--- config.mk ---
export PLATFORM = sky130hd
export DESIGN_NAME = hilo_div_ctrl_flat
export DESIGN_NICKNAME = d
export VERILOG_FILES = /design/src/rtl/hilo_div_ctrl_if.sv /design/src/rtl/hilo_div_ctrl.sv /design/src/flat_wrapper.sv
export SDC_FILE = /design/constraint.sdc
export NUM_CORES = 1
export LEC_CHECK = 0
export ABC_CLOCK_PERIOD_IN_PS = 4290
export CORE_AREA = 3 3 115 117
export CTS_BUF_LIST = sky130_fd_sc_hd__clkbuf_4
export DETAILED_ROUTE_END_ITERATION = 7
export DIE_AREA = 0 0 118 120
export PLACE_DENSITY = 0.75
export SKIP_LAST_GASP = 1
export SYNTH_ARGS = -nofsm -noshare
export SYNTH_HDL_FRONTEND = slang
export SYNTH_SLANG_ARGS = --single-unit
--- constraint.sdc ---
create_clock -name clk -period 4.29 [get_ports clk]
set_input_delay 0.858 -clock clk [delete_from_list [all_inputs] [get_ports clk]]
set_output_delay 0.858 -clock clk [all_outputs]
set_load 0.005 [all_outputs]
--- src/rtl/hilo_div_ctrl_if.sv ---
// Issue/result bus between the HI/LO divide controller (master) and the iterative divider (slave).
interface hilo_div_ctrl_if;
  localparam int unsigned DW = 32;

  logic [1:0]      div_op;
  logic [DW-1:0]   divisor;
  logic [DW-1:0]   dividend;
  logic [2*DW-1:0] div_result;
  logic            div_done;

  modport master (output div_op, divisor, dividend, input div_result, div_done);
  modport slave  (input div_op, divisor, dividend, output div_result, div_done);
endinterface

--- src/rtl/hilo_div_ctrl.sv ---
// EX-stage divide issue/stall controller that also owns the architectural HI/LO registers.
// Optional macro DIV_ZERO_SKIP_EN: a divide with a zero divisor is dropped in IDLE instead of issued.
module hilo_div_ctrl #(
  parameter int unsigned TIMEOUT_CYCLES = 48
) (
  input  logic            clk,
  input  logic            rst,
  input  logic [1:0]      ex_div_op,
  input  logic [31:0]     ex_rs,
  input  logic [31:0]     ex_rt,
  input  logic            ex_mthi,
  input  logic            ex_mtlo,
  input  logic [31:0]     ex_wdata,
  input  logic            flush,
  output logic            stall_o,
  output logic [31:0]     hi,
  output logic [31:0]     lo,
  output logic            div_err,
  hilo_div_ctrl_if.master dbus
);
  localparam int unsigned CNT_W   = $clog2(TIMEOUT_CYCLES + 1);
  localparam logic [1:0]  OP_DIVU = 2'b01;
  localparam logic [1:0]  OP_DIV  = 2'b10;

  typedef enum logic [1:0] {IDLE = 2'd0, BUSY = 2'd1, DRAIN = 2'd2} state_t;

  state_t           state;
  state_t           state_next;
  logic [CNT_W-1:0] cnt;
  logic             req;
  logic             skip;
  logic             timeout;
  logic             issue;
  logic             capture;
  logic             mt_en;

  assign req = (ex_div_op == OP_DIVU || ex_div_op == OP_DIV) && !flush;

`ifdef DIV_ZERO_SKIP_EN
  assign skip = (ex_rt == 32'd0);
`else
  assign skip = 1'b0;
`endif

  // Divider never answered within the budget: abandon the wait.
  assign timeout = (state != IDLE) && !dbus.div_done &&
                   (cnt == CNT_W'(TIMEOUT_CYCLES - 1));

  assign dbus.div_op   = issue ? ex_div_op : 2'b00;
  assign dbus.divisor  = ex_rt;
  assign dbus.dividend = ex_rs;

  always_ff @(posedge clk) begin
    if (rst) state <= IDLE;
    else     state <= state_next;
  end

  always_comb begin
    state_next = state;
    case (state)
      IDLE: begin
        if (req && !skip && dbus.div_done) state_next = BUSY;
      end
      BUSY: begin
        if (timeout || dbus.div_done) state_next = IDLE;
        else if (flush)               state_next = DRAIN;
      end
      DRAIN: begin
        if (timeout)            state_next = IDLE;
        else if (dbus.div_done) state_next = req ? BUSY : IDLE;
      end
      default: state_next = IDLE;
    endcase
  end

  // A pending divide always blocks MTHI/MTLO in the same cycle.
  always_comb begin
    stall_o = 1'b0;
    issue   = 1'b0;
    capture = 1'b0;
    mt_en   = 1'b0;
    case (state)
      IDLE: begin
        if (req) begin
          if (!skip) begin
            stall_o = 1'b1;
            issue   = dbus.div_done;
          end
        end else begin
          mt_en = 1'b1;
        end
      end
      BUSY: begin
        stall_o = !dbus.div_done && !flush && !timeout;
        capture = dbus.div_done && !flush;
      end
      DRAIN: begin
        if (req) begin
          stall_o = 1'b1;
          issue   = dbus.div_done;
        end else begin
          mt_en = 1'b1;
        end
      end
      default: ;
    endcase
  end

  always_ff @(posedge clk) begin
    if (rst) begin
      hi      <= 32'd0;
      lo      <= 32'd0;
      div_err <= 1'b0;
      cnt     <= '0;
    end else begin
      if (timeout) div_err <= 1'b1;

      if (state_next != state)  cnt <= '0;
      else if (state != IDLE)   cnt <= cnt + CNT_W'(1);

      if (capture) begin
        hi <= dbus.div_result[63:32];
        lo <= dbus.div_result[31:0];
      end else if (mt_en && !flush) begin
        if (ex_mthi) hi <= ex_wdata;
        if (ex_mtlo) lo <= ex_wdata;
      end
    end
  end
endmodule

--- src/flat_wrapper.sv ---
// flat-port wrapper written by rule: the top's interface ports become plain ports
module hilo_div_ctrl_flat 
#(
  parameter int unsigned TIMEOUT_CYCLES = 48
)
  (clk, rst, ex_div_op, ex_rs, ex_rt, ex_mthi, ex_mtlo, ex_wdata, flush, stall_o, hi, lo, div_err, dbus_div_op, dbus_divisor, dbus_dividend, dbus_div_result, dbus_div_done);
  hilo_div_ctrl_if dbus_i ();
  input  logic clk;
  input  logic rst;
  input  logic [1:0] ex_div_op;
  input  logic [31:0] ex_rs;
  input  logic [31:0] ex_rt;
  input  logic ex_mthi;
  input  logic ex_mtlo;
  input  logic [31:0] ex_wdata;
  input  logic flush;
  output logic stall_o;
  output logic [31:0] hi;
  output logic [31:0] lo;
  output logic div_err;
  output wire logic [$bits(dbus_i.div_op)-1:0] dbus_div_op;
  output wire logic [$bits(dbus_i.divisor)-1:0] dbus_divisor;
  output wire logic [$bits(dbus_i.dividend)-1:0] dbus_dividend;
  input wire logic [$bits(dbus_i.div_result)-1:0] dbus_div_result;
  input wire logic [$bits(dbus_i.div_done)-1:0] dbus_div_done;
  assign dbus_div_op = dbus_i.div_op;
  assign dbus_divisor = dbus_i.divisor;
  assign dbus_dividend = dbus_i.dividend;
  assign dbus_i.div_result = dbus_div_result;
  assign dbus_i.div_done = dbus_div_done;
  hilo_div_ctrl #(.TIMEOUT_CYCLES(TIMEOUT_CYCLES)) u_core (.clk(clk), .rst(rst), .ex_div_op(ex_div_op), .ex_rs(ex_rs), .ex_rt(ex_rt), .ex_mthi(ex_mthi), .ex_mtlo(ex_mtlo), .ex_wdata(ex_wdata), .flush(flush), .stall_o(stall_o), .hi(hi), .lo(lo), .div_err(div_err), .dbus(dbus_i));
endmodule
==> results of run 1 <==
layer usage:
metal,GRT usage,up-vias,wire length [um]
met5,0,-,0
met4,0.0864,0,397
met3,0.0556,52,792
met1,0.160,1484,4360
met2,0.239,143,5000
li1,-,1578,-
synth_stat cells, types with 2 or more instances:
cell / count / area (um^2)
a211oi_1: 64 / 480
a21oi_1: 3 / 15.0
and2_1: 2 / 12.5
buf_2: 14 / 70.1
buf_4: 72 / 541
clkbuf_1: 8 / 30.0
dfxtp_1: 73 / 1460
mux2i_1: 65 / 651
nand2_1: 4 / 15.0
nand2b_1: 3 / 18.8
nand3_2: 2 / 20.0
nor2_1: 74 / 278
nor2b_1: 2 / 12.5
nor3_1: 6 / 30.0
o2111ai_1: 2 / 17.5
xnor2_1: 2 / 17.5
xor2_1: 2 / 17.5
final timing paths:
path,start,endpoint,slack (ns),cells after the start
hold reg to reg,u_core.div_err$_SDFFE_PP0P_,u_core.div_err$_SDFFE_PP0P_,0.49,2
hold / removal,u_core.div_err$_SDFFE_PP0P_,u_core.div_err$_SDFFE_PP0P_,0.49,2
setup reg to reg,u_core.state[0]$_SDFF_PP0_,u_core.lo[24]$_SDFFE_PP0P_,2.01,4
setup / recovery,flush,dbus_div_op[1],0.85,5
per-stage QoR:
step	std cells	hold WS (ns)	total power, mW
global placement	663	0.454	1.02
finish	679	0.490	1.49
detailed placement	663	0.469	1.03
global route	679	0.526	1.57
floorplan	411	0.462	0.889
CTS	679	0.495	1.52
logic make-up after synthesis:
family,Yosys count
compound gates,75
buf+inv,94
flops,73
simple gates,98
mux,65
xor+xnor,5
fa+ha+maj,1
sequential cells by signal, indices dropped and copies added (netlist names):
signal          flops
u_core.cnt          6
u_core.hi          32
u_core.state        2
u_core.lo          32
u_core.div_err      1
worst reg2reg max path, cell delays in order, from the launching register on:
cell and delay [ns]:
dfxtp_1 0.54, nor3b_2 0.37, nand2_4 0.63, nor2_1 0.50
a211oi_1 0.08
layout make-up:
class	instances	share of cell area
Multi-Input combinational cell	244	0.325
Tap cell	172	0.0408
Timing Repair Buffer	174	0.328
Clock buffer	9	0.0128
Sequential cell	73	0.277
Clock inverter	7	0.0161
power by group through the flow:
stage          logic (mW)  clock network (mW)  registers (mW)
2_1_floorplan       0.147                   0           0.742
3_3_place_gp        0.279                   0           0.741
3_5_place_dp        0.283                   0           0.743
4_1_cts             0.284               0.504           0.728
5_1_grt             0.302               0.531           0.732
6_report            0.281               0.480           0.728
placed cells by master (no fill, tap or decap), drive strengths merged, types with 2 or more instances in the layout:
master	count
nor2b	2
clkinv	4
and2	2
nand2	4
bufinv	2
buf	4
xnor2	3
clkbuf	9
nor3	6
clkdlybuf4s50	170
o2111ai	2
mux2i	65
xor2	2
dfxtp	73
nand2b	3
nand3	2
a211oi	64
a21oi	4
nor2	74
==> flow_summary.toml, run 1 <==
[critical_path]
endpoint_kind = "primary output"
cp_slowest_cell = "clkdlybuf4s50_1"
crit_family = "buffers and inverters"
cp_data_required_time_ns = 3.43
path_cells = "clkdlybuf4s50_1 > nor2_1 > and3b_1 > and2_1 > clkdlybuf4s50_1"
setup.worst_path.start_class = "input pin"
crit_arrival_ns = 2.58
cp_max_fo = 6
cpMostUsedCell = "clkdlybuf4s50_1"
cpPeakStageDelay_ns = 0.52
critPathBufInv = 2
critPathKind = "input pin to primary output"

[routing]
drt-initial-drc-count = 126
drc = 0
wl_um = 10600
wire_per_inst_um = 15.5
vias_per_cell = 4.80
firstDrtPassIters = 4
via_count = 3257
ant_nets = 0

[synth]
synthSimpleGateAreaFrac = 0.112
yosysUniqueCellTypes = 30
synth-edff-count = 0
synthFlopType = "dfxtp_1"
synth_top_family_by_area = "multiplexers"
synth-adder-area-share = 0.00328
synth_fp_nets = 580
netlist_instances = 411
synth_seq_cells = 73
synth_area_um2 = 3810
synth.avg_cell_area_um2 = 9.27
synthArstFlopShare = 0
synth_compound_area_frac = 0.149
synth_xor_area_frac = 0.0135
seq_area_frac_synth = 0.383
muxShareOfSynthArea = 0.171
yosysWarningCount = 0

[place]
preCtsSetupSlack_ns = 0.846
gp_congestion = 0.776
post-dp-hpwl_um = 7650
port_buffers = 171
place_area_um2 = 5120

[layout]
diodes = 0
drive_gt1_frac = 0.0513
n_fill_cell = 1269
final_nets = 671
ff_latch_area_um2 = 1460
syn_to_final_growth_pct = 38.4
design_area_um2 = 5280
multiInputGateArea_um2 = 1720
fin_util = 0.423

[timing]
tightest_slew_ns = 1.29
tns_ns = 0
slew_headroom = 0.141
maxSlewViolCount = 0
rsz0062_at_grt = "false"
fin_crit_ns = 3.44
fin_crit_sh = 0.802
max_freq_ghz = 0.291
hold_viol = 0
setup_viol = 0
fin_skew_ns = 0.0108
setup_slack_ns = 0.848

[clocking]
postCtsSetupBuffers = 0
cts_resized = 0
clockBufferDepth = 2
cts_tree = "yes"
clockRootBuffer = "clkbuf_4"
clock_sinks = 73
cts_hold_buf = 0
clk_latency_ns = 0.44
cts-buffers-inserted = 9
path_clk_slew_ns = 0.11
cts_max_level = 3

[power]
share_comb_of_total_power = 0.189
pwr-share-clk = 0.322
p_switching_mw = 0.366
seqPwrFrac = 0.489
switching_share = 0.246
ir_drop_mv = 0.142
p_leak_nw = 2.23
p_int_mw = 1.12
powerDensity_nw_per_um2 = 282

[grt]
gr-total-overflow = 0
globalRouteTotalUtil = 0.145
grt_pass1_vias = 3379
grt_max_degree = 129
antenna_found_initial = 0
grt_pass1_wl_um = 16700

[hold_path]
hold_path_class = "register to register"

[die]
io_pins = 300
coreArea_um2 = 12500
dieWidth_um = 118
die_h_um = 120
dieArea_um2 = 14200
num_rows = 41
start_util = 0.306

[status]
outcome = "completed"

[run]
cap_violations = 0
Power figures use the tool's default switching activity.
==> run 2, diff against run 1 <==
- ABC_CLOCK_PERIOD_IN_PS: 4290 -> 2900
- CORE_AREA: 3 3 115 117 -> not set
- CORE_MARGIN: not set -> 3
- CORE_UTILIZATION: not set -> 31
- DIE_AREA: 0 0 118 120 -> not set
- PLACE_DENSITY: 0.75 -> 0.79
- clock period: 4.29 -> 2.9 ns (I/O delays scaled with it)
==> run 2 against run 1 <==
  * Combinational power up 50%
  * Sequential cell count unchanged
  * Die area down 3.5%
  * Sequential power up 48%
  * Critical path depth unchanged
  * Core utilization up 3.0 points
  * Hold slack better by 0.0057 ns
  * Final cell count down 3.7%
==> flow_summary.toml, run 2 (synthesis gave the netlist of run 1 again) <==
[routing]
via_count = 3241
vias_per_cell = 4.96
drc = 0
drt-initial-drc-count = 104
wire_per_inst_um = 15.9
firstDrtPassIters = 5
wl_um = 10400
ant_nets = 0

[grt]
grt_pass1_vias = 3370
gr-total-overflow = 0
grt_max_degree = 67
grt_pass1_wl_um = 16100
globalRouteTotalUtil = 0.150
antenna_found_initial = 0

[layout]
mostFrequentLayoutCells = "clkdlybuf4s50_1, nor2_1, dfxtp_1"
final_nets = 675
syn_to_final_growth_pct = 39.2
diodes = 0
final_common_cell = "clkdlybuf4s50_1"
fin_util = 0.453
drive_gt1_frac = 0.0607
design_area_um2 = 5300
top_regs = "u_core.hi x32, u_core.lo x32, u_core.cnt x6"

[die]
coreArea_um2 = 11700
num_rows = 39
start_util = 0.325
dieWidth_um = 117
dieArea_um2 = 13700
io_pins = 300
die_h_um = 117

[clocking]
postCtsSetupBuffers = 0
path_clk_slew_ns = 0.12
cts-buffers-inserted = 9
clockBufferDepth = 2
cts_tree = "yes"
cts_hold_buf = 0
clk_latency_ns = 0.45
clock_sinks = 73
cts_max_level = 3
cts_resized = 0
clockRootBuffer = "clkbuf_4"

[place]
post-dp-hpwl_um = 7440
place_area_um2 = 5140
gp_congestion = 0.824
port_buffers = 171

[critical_path]
r2r-start = "u_core.state[0]$_SDFF_PP0_"
cpPeakStageDelay_ns = 0.46
path_cells = "clkdlybuf4s50_1 > xnor2_2 > and3b_1 > and2_1 > clkdlybuf4s50_1"
critPathKind = "input pin to primary output"
cp_data_required_time_ns = 2.32
cp_max_fo = 4
cpMostUsedCell = "clkdlybuf4s50_1"
crit_arrival_ns = 2.19
setup.worst_path.start_class = "input pin"
ff2ff_path_depth = 4
cp-endpoint = "dbus_div_op[0]"
startpoint = "ex_div_op[0]"
cp_slowest_cell = "clkdlybuf4s50_1"
endpoint_kind = "primary output"
rr_endpoint = "u_core.lo[29]$_SDFFE_PP0P_"
rrSetupSlack_ns = 1.16

[power]
p_leak_nw = 2.25
ir_drop_mv = 0.290
powerDensity_nw_per_um2 = 420

[timing]
max_freq_ghz = 0.361
fin_crit_ns = 2.77
tns_ns = 0
fin_crit_sh = 0.956
slew_headroom = 0.587
fin_skew_ns = 0.0175
rsz0062_at_grt = "false"
hold_viol = 0
setup_viol = 0
maxSlewViolCount = 0
holdWs_ns = 0.496
tightest_slew_ns = 0.619

[run]
cap_violations = 0

[hold_path]
hold_path_class = "register to register"

[status]
outcome = "completed"
[run 2: cell types whose count changed in the layout (fill, tap and decap cells not counted), sizes merged]
cell	before	now
buf	4	8
clkinvlp	1	3
clkinv	4	2
[run 2: cell type report]
| type | count | area, um^2 |
|---|---|---|
| multi-input combinational | 244 | 1720 |
| sequential | 73 | 1460 |
| timing repair buffer | 178 | 1780 |
| clock inverter | 7 | 95.1 |
| tap | 143 | 179 |
| clock buffer | 9 | 67.6 |
| fill | 1111 | 6410 |
[run 2: report_power, final]
group	switching (mW)	internal (mW)
logic	0.145	0.276
registers	0.0269	1.05
clock network	0.381	0.347
total	0.553	1.67
[run 2: how the worst min path moves through the flow]
stage | start | endpoint | slack [ns] | depth (start not counted)
3_5_place_dp | u_core.div_err$_SDFFE_PP0P_ | u_core.div_err$_SDFFE_PP0P_ | 0.48 | 2
2_1_floorplan | u_core.cnt[0]$_SDFFE_PP0N_ | u_core.cnt[0]$_SDFFE_PP0N_ | 0.46 | 2
4_1_cts | u_core.div_err$_SDFFE_PP0P_ | u_core.div_err$_SDFFE_PP0P_ | 0.51 | 2
6_report | u_core.div_err$_SDFFE_PP0P_ | u_core.div_err$_SDFFE_PP0P_ | 0.50 | 2
3_3_place_gp | u_core.div_err$_SDFFE_PP0P_ | u_core.div_err$_SDFFE_PP0P_ | 0.45 | 2
5_1_grt | u_core.cnt[0]$_SDFFE_PP0N_ | u_core.cnt[0]$_SDFFE_PP0N_ | 0.53 | 2
[run 2: metal layers]
layer,GRT usage,up-vias,share of wire
met4,0.0772,0,0.025
met5,0,-,0
li1,-,1581,-
met2,0.258,147,0.49
met1,0.151,1477,0.38
met3,0.0720,36,0.11
[run 2: through the flow]
step / setup WS [ns] / power (mW) / std cells
floorplan: 1.14 / 1.32 / 411
detailed placement: 0.127 / 1.52 / 638
CTS: 0.101 / 2.27 / 654
global placement: 0.195 / 1.51 / 638
finish: 0.126 / 2.23 / 654
global route: 0.00904 / 2.34 / 654
[run 2: critical path: cells and delay by family]
| family | cells | cell delay [ns] |
|---|---|---|
| buf+inv | 2 | 0.91 |
| xor+xnor | 1 | 0.29 |
| simple gates | 2 | 0.41 |
